## config.mk

```make
export PLATFORM = sky130hd
export DESIGN_NAME = fetch_unit
export DESIGN_NICKNAME = d
export VERILOG_FILES = /design/src/rtl/mips_pkg.sv /design/src/rtl/fetch_pc_next.sv /design/src/rtl/fetch_unit.sv
export SDC_FILE = /design/constraint.sdc
export NUM_CORES = 1
export LEC_CHECK = 0
export ABC_CLOCK_PERIOD_IN_PS = 4850
export CAP_MARGIN = 20
export CORE_MARGIN = 3
export CORE_UTILIZATION = 25
export DETAILED_ROUTE_END_ITERATION = 8
export PLACE_DENSITY = 0.59
export SYNTH_ARGS = -nofsm -noshare
export SYNTH_HDL_FRONTEND = slang
export SYNTH_HIERARCHICAL = 1
export SYNTH_SLANG_ARGS = --single-unit
```

## constraint.sdc

```tcl
create_clock -name clk -period 4.85 [get_ports clk]
set_input_delay 0.97 -clock clk [delete_from_list [all_inputs] [get_ports clk]]
set_output_delay 0.97 -clock clk [all_outputs]
set_load 0.005 [all_outputs]
```

## src/rtl/mips_pkg.sv

```systemverilog
// ---------------------------------------------------------------------------
// mips_pkg
// Shared types and constants for the MIPS-style core front end.
//   fetch_state_t : fetch-stage sequencer states
//   RESET_VECTOR  : default PC after reset
//   OP_*          : primary opcode field values (instr[31:26]) used by the decoder
//   INSTR_W       : instruction word width
// ---------------------------------------------------------------------------
package mips_pkg;

    localparam int INSTR_W = 32;

    localparam logic [31:0] RESET_VECTOR = 32'h0000_0000;

    localparam logic [5:0] OP_SPECIAL = 6'h00;
    localparam logic [5:0] OP_J       = 6'h02;
    localparam logic [5:0] OP_JAL     = 6'h03;
    localparam logic [5:0] OP_BEQ     = 6'h04;
    localparam logic [5:0] OP_BNE     = 6'h05;
    localparam logic [5:0] OP_ADDI    = 6'h08;
    localparam logic [5:0] OP_LW      = 6'h23;
    localparam logic [5:0] OP_SW      = 6'h2B;

    typedef enum logic [1:0] {
        BOOT = 2'd0,
        REQ  = 2'd1,
        HOLD = 2'd2
    } fetch_state_t;

endpackage

```

## src/rtl/fetch_pc_next.sv

```systemverilog
// ---------------------------------------------------------------------------
// fetch_pc_next
// Combinational next-PC calculation for the fetch stage.
//   pc_i       in  32  address of the held instruction
//   target_i   in  26  instr[25:0], jump target word index
//   jal_i      in  1   held instruction is a jal
//   next_pc_o  out 32  address of the following fetch
//   link_pc_o  out 32  pc + 4 (return address for jal)
// ---------------------------------------------------------------------------
module fetch_pc_next (
    input  logic [31:0] pc_i,
    input  logic [25:0] target_i,
    input  logic        jal_i,
    output logic [31:0] next_pc_o,
    output logic [31:0] link_pc_o
);

    // Plain 32-bit add: 0xFFFF_FFFC + 4 wraps to 0 by design.
    assign link_pc_o = pc_i + 32'd4;

    // Jump target keeps the 256 MB region of the delay-slot address (pc+4),
    // not of pc itself; the two differ only at a region boundary.
    assign next_pc_o = jal_i ? {link_pc_o[31:28], target_i, 2'b00} : link_pc_o;

endmodule

```

## src/rtl/fetch_unit.sv

```systemverilog
// ---------------------------------------------------------------------------
// fetch_unit
// Single-issue instruction fetch stage. Owns the PC, fetches one word at a
// time over a req/ack port, holds it for the decoder until the core retires it,
// and redirects on the decoder's jal flag.
//   clk, rst_n        clock, asynchronous active-low reset
//   imem_req/addr     fetch request and address (address = pc)
//   imem_ack/rdata    memory response, sampled only while requesting
//   stall             core not ready to retire the held instruction
//   jal               decoder flag for the held instruction
//   instr/instr_valid held instruction and its live flag
//   opcode/func       instr[31:26] / instr[5:0] to the decoder
//   pc/link_pc        address of held instruction and pc + 4
// ---------------------------------------------------------------------------
module fetch_unit
    import mips_pkg::*;
#(
    parameter logic [31:0] RESET_PC = RESET_VECTOR,
    parameter int          ADDR_W   = 32
) (
    input  logic              clk,
    input  logic              rst_n,
    output logic              imem_req,
    output logic [ADDR_W-1:0] imem_addr,
    input  logic              imem_ack,
    input  logic [31:0]       imem_rdata,
    input  logic              stall,
    input  logic              jal,
    output logic [31:0]       instr,
    output logic              instr_valid,
    output logic [5:0]        opcode,
    output logic [5:0]        func,
    output logic [ADDR_W-1:0] pc,
    output logic [ADDR_W-1:0] link_pc
);

    fetch_state_t        state_q, state_d;
    logic [ADDR_W-1:0]   pc_q, pc_d;
    logic [INSTR_W-1:0]  instr_q, instr_d;
    logic [31:0]         next_pc;
    logic [31:0]         link_pc_w;

    fetch_pc_next u_pc_next (
        .pc_i      (pc_q),
        .target_i  (instr_q[25:0]),
        .jal_i     (jal),
        .next_pc_o (next_pc),
        .link_pc_o (link_pc_w)
    );

    always_ff @(posedge clk or negedge rst_n) begin
        if (!rst_n) begin
            state_q <= BOOT;
            pc_q    <= RESET_PC;
            instr_q <= '0;
        end else begin
            state_q <= state_d;
            pc_q    <= pc_d;
            instr_q <= instr_d;
        end
    end

    always_comb begin
        state_d = state_q;
        pc_d    = pc_q;
        instr_d = instr_q;
        unique case (state_q)
            // Idle cycle after reset release before the first request.
            BOOT: state_d = REQ;
            REQ: begin
                if (imem_ack) begin
                    instr_d = imem_rdata;
                    state_d = HOLD;
                end
            end
            // jal is only consulted here, when the instruction retires.
            HOLD: begin
                if (!stall) begin
                    pc_d    = next_pc;
                    state_d = REQ;
                end
            end
            default: state_d = BOOT;
        endcase
    end

    // Outputs decode straight from the state register so an asynchronous
    // reset drops imem_req without waiting for a clock edge.
    always_comb begin
        imem_req    = (state_q == REQ);
        instr_valid = (state_q == HOLD);
    end

    assign imem_addr = pc_q;
    assign pc        = pc_q;
    assign link_pc   = link_pc_w;
    assign instr     = instr_q;
    assign opcode    = instr_q[31:26];
    assign func      = instr_q[5:0];

endmodule
```

Yosys cells after proc, flatten, opt, wreduce, memory -nomap -nowiden
Cells that the tools add are included. W data, S select, Z words.

Flip-flop bits (word level): 66. Input port bits: 37. Output and inout bits: 142. Word-level logic and storage cells: 17.

$add $sub $neg: 1. Eq/ne operators: 4. Muxes and demuxes: 4. Bitwise operators: 1. Reduce and logical (&&, ||, !) cells: 4.

Operator list (number): $add A32 B3 Y32 const B (1); $mux W28 (1); $pmux W2 S3 (1); $reduce_and A2 Y1 (3); $mux W2 (2); $eq A2 B1 Y1 const B (1); $eq A2 B2 Y1 const B (1); $logic_not A2 Y1 (1); $ne A2 B1 Y1 const B (1); $ne A2 B2 Y1 const B (1); $not A1 Y1 (1).

Logic depth before layout (Yosys ltp)
Gate-level depths: netlist of run 1.

Word-level depth: 3. Gate-level depth with buffers: 7. Depth with buffers taken out: 6.

Cells and area by module
Netlist of run 1, hierarchy kept.

By module, submodules not included: fetch_unit (instances 1, cells each 187, area an instance 2952.8 sq um, seq. area each 1651.6 sq um); fetch_pc_next (instances 1, cells each 159, area an instance 1106.1 sq um, seq. area each 0.0 sq um).

Worst setup path before layout of run 1
Ideal clock, no wire load.

Path kind: reg-to-output. From: register pc_q[2], in the netlist imem_addr[2]. To: output link_pc[20]. Arrival: 1768 ps. Data required time: 3880 ps. Setup slack: 2112 ps. Stages on the path, launching flop included: 7. Path buffers: 1. Path through: dfrtp_1 > ha_1 > nand3_2 > or3_1 > buf_2 > or4_1 > nand2_1.

Cells in the longest elaborated chain, start to end: 1.

RTL lines: from (decl) (line fetch_unit.sv:38) `logic [ADDR_W-1:0] pc_q, pc_d;`; from (signal assigned) (line fetch_unit.sv:58) `pc_q <= pc_d;`; $add A32 B3 Y32 (line fetch_pc_next.sv:19) `assign link_pc_o = pc_i + 32'd4;`; to (decl) (line fetch_unit.sv:34) `output logic [ADDR_W-1:0] link_pc`.

No other way between the ends.

Final worst setup path of run 1
From: register pc_q[2], in the netlist imem_addr[2]. To: output link_pc[22].

Same word-level chain as after synthesis.

==> results.md, run 1 <==
- Antenna diodes: 0
- R2r endpoint: imem_addr[23]$_DFFE_PN0P_
- Status: completed
- Syn_area_per_cell: 11.7 µm²
- Htree depth: 3
- Antenna violations before repair: 0
- Cell taking the most area after synthesis: dfrtp_1
- Vias: 3099
- Critical Path Fanout Max: 9
- Setup repair after global routing missed its margin: false
- Register area share after synthesis: 0.407
- Detailed-route wire length: 11.5 mm
- Worst EP arrival: 2860 ps
- Post-cts resize count: 0
- Ys async rst share: 1.00
- Hold Vio Cnt, Final: 0
- Achievable Freq: 261 MHz
- Gpl congestion: 0.765
- Number of synthesized flops with an enable pin: 0
- Slowest cell on crit path: clkdlybuf4s50_1
- Area Overhead vs Synth: 44.8%
- Number of placed instances, taps included: 674
- Area after DPL: 5610 µm²
- Hold path depth: 1
- Remaining global-route overflow: 0
- Vert. Die Dim: 133 µm
- Vias in the first global route: 3219
- Startpoint Class: register
- Synth top area share: 0.407
- Clock slew at reported path FFs: 50 ps
- Slew Limit Headroom: 0.421
- R2R Path Start: imem_addr[4]$_DFFE_PN0P_
- Core ar.: 15500 µm²
- Width of the chip: 133 µm
- Pwr Density: 630 nW/µm²
- Mapped cell area: 4060 µm²
- CP required: 3880 ps
- Overall routing resource usage: 0.132
- Post-route cell area: 5880 µm²
- Full die area: 17800 µm²
- Primary FF master, synth: dfrtp_1
- Finished Layout Cells: 690
- Worst vdd ir: 0.000303 V
- Clock period minus worst slack: 3830 ps
- DRC viols: 0
- Clock Tree Buf Depth: 2
- Worst Setup SP: imem_addr[2]$_DFFE_PN0P_
- Input/output buffers: 178
- Cts-stage hold buffer count: 0
- Largest net degree at the start of global routing: 67
- Tightest Pin Transition: 868 ps
- Reg2reg path depth: 5
- Drt pass-1 iters: 5
- Total setup buffers inserted after CTS: 0
- Critical path endpoint category: primary output
- Pwr Total: 3.70 mW
- Synth Net Count: 384
- Pleak: 2.39 nW
- Max Cap Viol: 0
- Initial Util: 0.261
- R2R Setup Slk: 2450 ps
- Via density per instance: 4.49
- Root Driver: clkbuf_16
- Worst path cell trace: ha_1 -> nand3_2 -> or3_1 -> or4_1 -> nand2_1 -> clkdlybuf4s50_1
- Clock Latency Late Sink: 340 ps
- Synth Register Bits: 66
- Final net count: 512
- Crit path kind: reg -> out
- Hold Crit Class: reg -> reg
- Setup Viol. Count Final: 0
- Drt initial violations: 126
- Fraction of layout cells with a size suffix above 1: 0.217
- Final antenna-violating net count: 0
- Synth area leaders: dfrtp_1 41%, mux2_2 13%, mux2_4 11%
- Post-synth cell types: 42
- Final clock skew: 6.48 ps
- First-pass GRT wire length: 18.4 mm
- Row Count: 45
- Hold Path End: instr[13]$_DFFE_PN0P_
- Hold_sp: instr[13]$_DFFE_PN0P_
- Mapped Cells: 346
- Inserted Clock Buffers: 9
- Max stage delay on crit path: 510 ps
- CTS tree: done
- Number of fill cells: 1522
- Pins over their slew limit: 0
- Sink Count: 66
- Buffers & Inverters on Critical Path: 1
- Hpwl dp: 8.38 mm
- CP top delay family: simple AND/OR/NAND/NOR gates
- Setup TNS: 0 ps
- IO Count: 179
- Crit share post-route: 0.789
- Post-DR wirelength/cell: 16.6 µm
- Yosys warns: 6
-- cell type report --
cell class | instances | area, µm² | share of cell area
inverters | 7 | 26.3 | 0.00447
well taps | 211 | 264 | 0.0449
flip-flops and latches | 66 | 1650 | 0.281
clock inverters | 3 | 15.0 | 0.00255
clock buffers | 13 | 250 | 0.0426
multi-input cells | 210 | 1880 | 0.319
repair buffers | 180 | 1790 | 0.305
-- cells in the mapped netlist, types with 3 or more instances --
master / count
nand4_1: 7
nand3_1: 9
inv_1: 6
nor4_1: 8
nand4b_1: 4
mux2_1: 3
or2_1: 3
nor2b_1: 4
buf_6: 8
o21ai_0: 3
buf_4: 50
mux2_4: 29
xnor2_1: 13
nor2_1: 11
o31ai_1: 3
dfrtp_1: 66
xor2_1: 4
or2_2: 5
mux2_2: 46
o41ai_1: 3
nand2_1: 16
a31oi_1: 7
o31a_1: 7
nand2b_1: 4
nor3_1: 4
-- cells in the final DEF (no fill, tap or decap), types with 5 or more instances in the layout --
cell | synthesis | layout
clkdlybuf4s50_1 | 0 | 177
dfrtp_1 | 66 | 66
mux2_2 | 46 | 46
mux2_4 | 29 | 29
nand2_1 | 16 | 16
xnor2_1 | 13 | 13
nor2_1 | 11 | 11
clkbuf_16 | 0 | 9
nand3_1 | 9 | 9
nor4_1 | 8 | 8
nand4_1 | 7 | 7
o31a_1 | 7 | 7
a31oi_1 | 7 | 7
inv_1 | 6 | 6
or2_2 | 5 | 5
-- logic make-up (layout without fill, tap and decap cells) --
logic type | Yosys count | count (layout) | share of synthesized area
XOR/XNOR | 17 | 17 | 0.0367
multiplexers | 78 | 78 | 0.243
AO/OA/AOI/OAI | 26 | 26 | 0.0478
flip-flops | 66 | 66 | 0.407
buffers and inverters | 70 | 203 | 0.131
AND/OR/NAND/NOR | 88 | 88 | 0.131
adder cells (fa/ha/maj) | 1 | 1 | 0.00308
-- per-stage QoR --
stage          utilization  worst slack (ps)  hold WS, ps
6_report             0.378              1020          534
5_1_grt              0.378               853          560
4_1_cts              0.378               966          537
3_5_place_dp         0.361              1350          523
3_3_place_gp         0.361              1450          518
2_1_floorplan            -              2110          520
-- how the worst max path moves through the flow --
stage / endpoint / slack [ps] / cells past startpoint
after global routing: link_pc[22] / 850 / 6
after global placement: link_pc[22] / 1450 / 6
after CTS: link_pc[22] / 970 / 6
final: link_pc[22] / 1020 / 6
after detailed placement: link_pc[22] / 1350 / 6
after floorplan: link_pc[20] / 2110 / 6
-- routing by layer --
metal,global-route usage,wire (µm)
met5,0,0
met4,0.0469,198
met3,0.0408,808
met2,0.222,5620
met1,0.159,4850
-- sequential cells by signal, indices dropped and copies added, names as in the netlist --
name / count
state_q: 2
imem_addr: 32
instr: 32
-- power by group --
part           internal, mW  switching (mW)  total (mW)
combinational          1.36           0.581        1.94
sequential            0.803           0.364        1.17
clock                 0.357           0.232       0.589
total                  2.52            1.18        3.70
No activity file was read; power rests on OpenSTA's default activity.
==> run 2: changes to the inputs <==
--- a/config.mk
+++ b/config.mk
@@ -5,12 +5,12 @@
 export SDC_FILE = /design/constraint.sdc
 export NUM_CORES = 1
 export LEC_CHECK = 0
-export ABC_CLOCK_PERIOD_IN_PS = 4850
+export ABC_CLOCK_PERIOD_IN_PS = 3500
 export CAP_MARGIN = 20
 export CORE_MARGIN = 3
 export CORE_UTILIZATION = 25
 export DETAILED_ROUTE_END_ITERATION = 8
-export PLACE_DENSITY = 0.59
+export PLACE_DENSITY = 0.61
 export SYNTH_ARGS = -nofsm -noshare
 export SYNTH_HDL_FRONTEND = slang
 export SYNTH_HIERARCHICAL = 1
==> constraint.sdc (replaced) <==
create_clock -name clk -period 3.5 [get_ports clk]
set_input_delay 0.7 -clock clk [delete_from_list [all_inputs] [get_ports clk]]
set_output_delay 0.7 -clock clk [all_outputs]
set_load 0.005 [all_outputs]
==> run 2 against run 1 <==
Setup slack worse by 860 ps. Register-to-register slack got worse by 1200 ps. Sequential share of layout area fell by 0.27 points. Wire length is 4.0% higher. Via count rose by 0.35%. Die area stayed put. Worst hold slack lost 50 ps. Largest cell class unchanged.
==> results.md, run 2 (synthesis results as in run 1) <==
- Pwr Total: 5.21 mW (+41%)
- Core ar.: 15500 µm² (unchanged)
- Antenna diodes: 0 (unchanged)
- Critical Path Fanout Max: 9 (unchanged)
- First-pass GRT wire length: 18.5 mm (+0.56%)
- Max stage delay on crit path: 510 ps (about the same)
- Width of the chip: 133 µm (unchanged)
- Final net count: 517 (+0.98%)
- Leading cell types in the layout, fill and taps excluded: 177 x clkdlybuf4s50_1, 64 x dfrtp_1, 46 x mux2_2
- CP top delay family: simple AND/OR/NAND/NOR gates
- Clock slew at reported path FFs: 50 ps (about the same)
- Clock Latency Late Sink: 330 ps (about the same)
- Cts-stage hold buffer count: 0 (unchanged)
- Buffers & Inverters on Critical Path: 1 (unchanged)
- Pins over their slew limit: 0 (unchanged)
- Net Sw Frac: 0.321 (+0.00319)
- Final clock skew: 7.61 ps (+1.13 ps)
- Setup WS post-layout: 163 ps (-861 ps)
- Detailed-route wire length: 11.9 mm (+4.0%)
- Antenna violations before repair: 0 (unchanged)
- Setup repair after global routing missed its margin: false
- Vias in the first global route: 3181 (-1.2%)
- Sink Count: 66 (unchanged)
- Input/output buffers: 178 (unchanged)
- Vias: 3110 (+0.35%)
- Pleak: 2.42 nW (+1.2%)
- Setup TNS: 0 ps (unchanged)
- Achievable Freq: 300 MHz
- Net switching power: 1.67 mW (+42%)
- Number of placed instances, taps included: 678 (+0.59%)
- Hold Crit Class: in -> async
- Worst path cell trace: ha_2 -> nand3_2 -> or3_4 -> or4_1 -> nand2_1 -> clkdlybuf4s50_1
- Commonest non-fill, non-tap cell in the layout: clkdlybuf4s50_1
- Critical path endpoint category: primary output
- Post-DR wirelength/cell: 17.2 µm (+3.4%)
- Tightest Pin Transition: 900 ps (+31.7 ps)
- Area Overhead vs Synth: 46.4%
- Number of fill cells: 1516 (-0.39%)
- Crit path kind: reg -> out
- Hold Vio Cnt, Final: 0 (unchanged)
- Htree depth: 3 (unchanged)
- DRC viols: 0 (unchanged)
- Initial Util: 0.261 (unchanged)
- Startpoint Class: register
- Reg2reg path depth: 5 (unchanged)
- Pwr Density: 877 nW/µm² (+39%)
- Remaining global-route overflow: 0 (unchanged)
- Row Count: 45 (unchanged)
- R2R Setup Slk: 1230 ps (-1220 ps)
- Drt pass-1 iters: 5 (unchanged)
- Overall routing resource usage: 0.133 (+0.00116)
- Drt initial violations: 181 (+44%)
- CTS tree: done
- CP required: 2800 ps (-1080 ps)
- Inserted Clock Buffers: 9 (unchanged)
- Status: completed
- Via density per instance: 4.48 (-0.22%)
- DP Worst Slack: 313 ps (-1040 ps)
- Gpl congestion: 0.789 (+3.2%)
- Root Driver: clkbuf_16
- Sequential share of power: 0.309 (-0.007)
- Finished Layout Cells: 694 (+0.58%)
- Comb pwr share: 0.529 (+0.004)
- Max Cap Viol: 0 (unchanged)
- Setup Viol. Count Final: 0 (unchanged)
- Worst EP arrival: 2640 ps (-220 ps)
- Slowest cell on crit path: clkdlybuf4s50_1
- Full die area: 17800 µm² (unchanged)
- Internal Power: 3.54 mW (+40%)
- Vert. Die Dim: 133 µm (unchanged)
- Hpwl dp: 8.48 mm (+1.2%)
- Clock Tree Buf Depth: 2 (unchanged)
- Clock period minus worst slack: 3340 ps
- Largest net degree at the start of global routing: 67 (unchanged)
- IO Count: 179 (unchanged)
- Critical path depth in cells: 6 (unchanged)
- Final antenna-violating net count: 0 (unchanged)
- Slew Limit Headroom: 0.400 (-0.0212)
- Fraction of layout cells with a size suffix above 1: 0.240 (+0.0230)
- Worst vdd ir: 0.000411 V (+35%)
- Crit share post-route: 0.953
- Clock group share of total power: 0.162 (+0.003)
run 2: path summary, 6_finish.rpt:
| path | from | to |
|---|---|---|
| max | imem_addr[2]$_DFFE_PN0P_ | link_pc[22] |
| min | rst_n | instr[5]$_DFFE_PN0P_ |
| max reg2reg | imem_addr[4]$_DFFE_PN0P_ | imem_addr[23]$_DFFE_PN0P_ |
| min reg2reg | instr[14]$_DFFE_PN0P_ | instr[14]$_DFFE_PN0P_ |
| max in group asynchronous | rst_n | imem_addr[2]$_DFFE_PN0P_ |
| min in group clk | instr[14]$_DFFE_PN0P_ | instr[14]$_DFFE_PN0P_ |
run 2: repair_timing:
action,in CTS,in global routing
gates cloned,0,0
buffers inserted,0,1
pin swaps,0,1
resized for setup,2,4
endpoints found under the setup margin,3,7
run 2: power groups by stage:
stage	Combinational, mW	Sequential, mW	Clock, mW
2_1_floorplan	1.36	1.53	0
3_3_place_gp	2.76	1.59	0
3_5_place_dp	2.77	1.62	0
4_1_cts	2.79	1.61	0.875
5_1_grt	2.95	1.69	0.906
6_report	2.75	1.61	0.846
run 2: worst register-to-register path: cells and delay by family (launching register included):
family	cells	cell delay (ps)
compound gates	2	600
flops	1	530
mux	1	280
simple gates	2	730
run 2: metal layers:
metal | track usage | share of wire | vias to the layer above
met5 | 0 | 0 | -
li1 | - | - | 1459
met1 | 0.169 | 0.45 | 1503
met2 | 0.214 | 0.47 | 136
met3 | 0.0404 | 0.070 | 12
met4 | 0.0451 | 0.014 | 0
run 2: through the flow:
stage	instance area [µm²]	hold slack [ps]	utilization
after CTS	5920	530	0.381
after global placement	5640	517	0.363
after floorplan	4060	404	-
final	5940	484	0.382
after global routing	5940	554	0.382
after detailed placement	5640	522	0.363
run 2: layout make-up:
cell class | instances | area (µm²) | area share
multi-input cells | 210 | 1890 | 0.319
repair buffers | 185 | 1830 | 0.308
flip-flops and latches | 66 | 1650 | 0.278
well taps | 211 | 264 | 0.0444
clock buffers | 12 | 256 | 0.0432
inverters | 7 | 26.3 | 0.00442
clock inverters | 3 | 15.0 | 0.00253
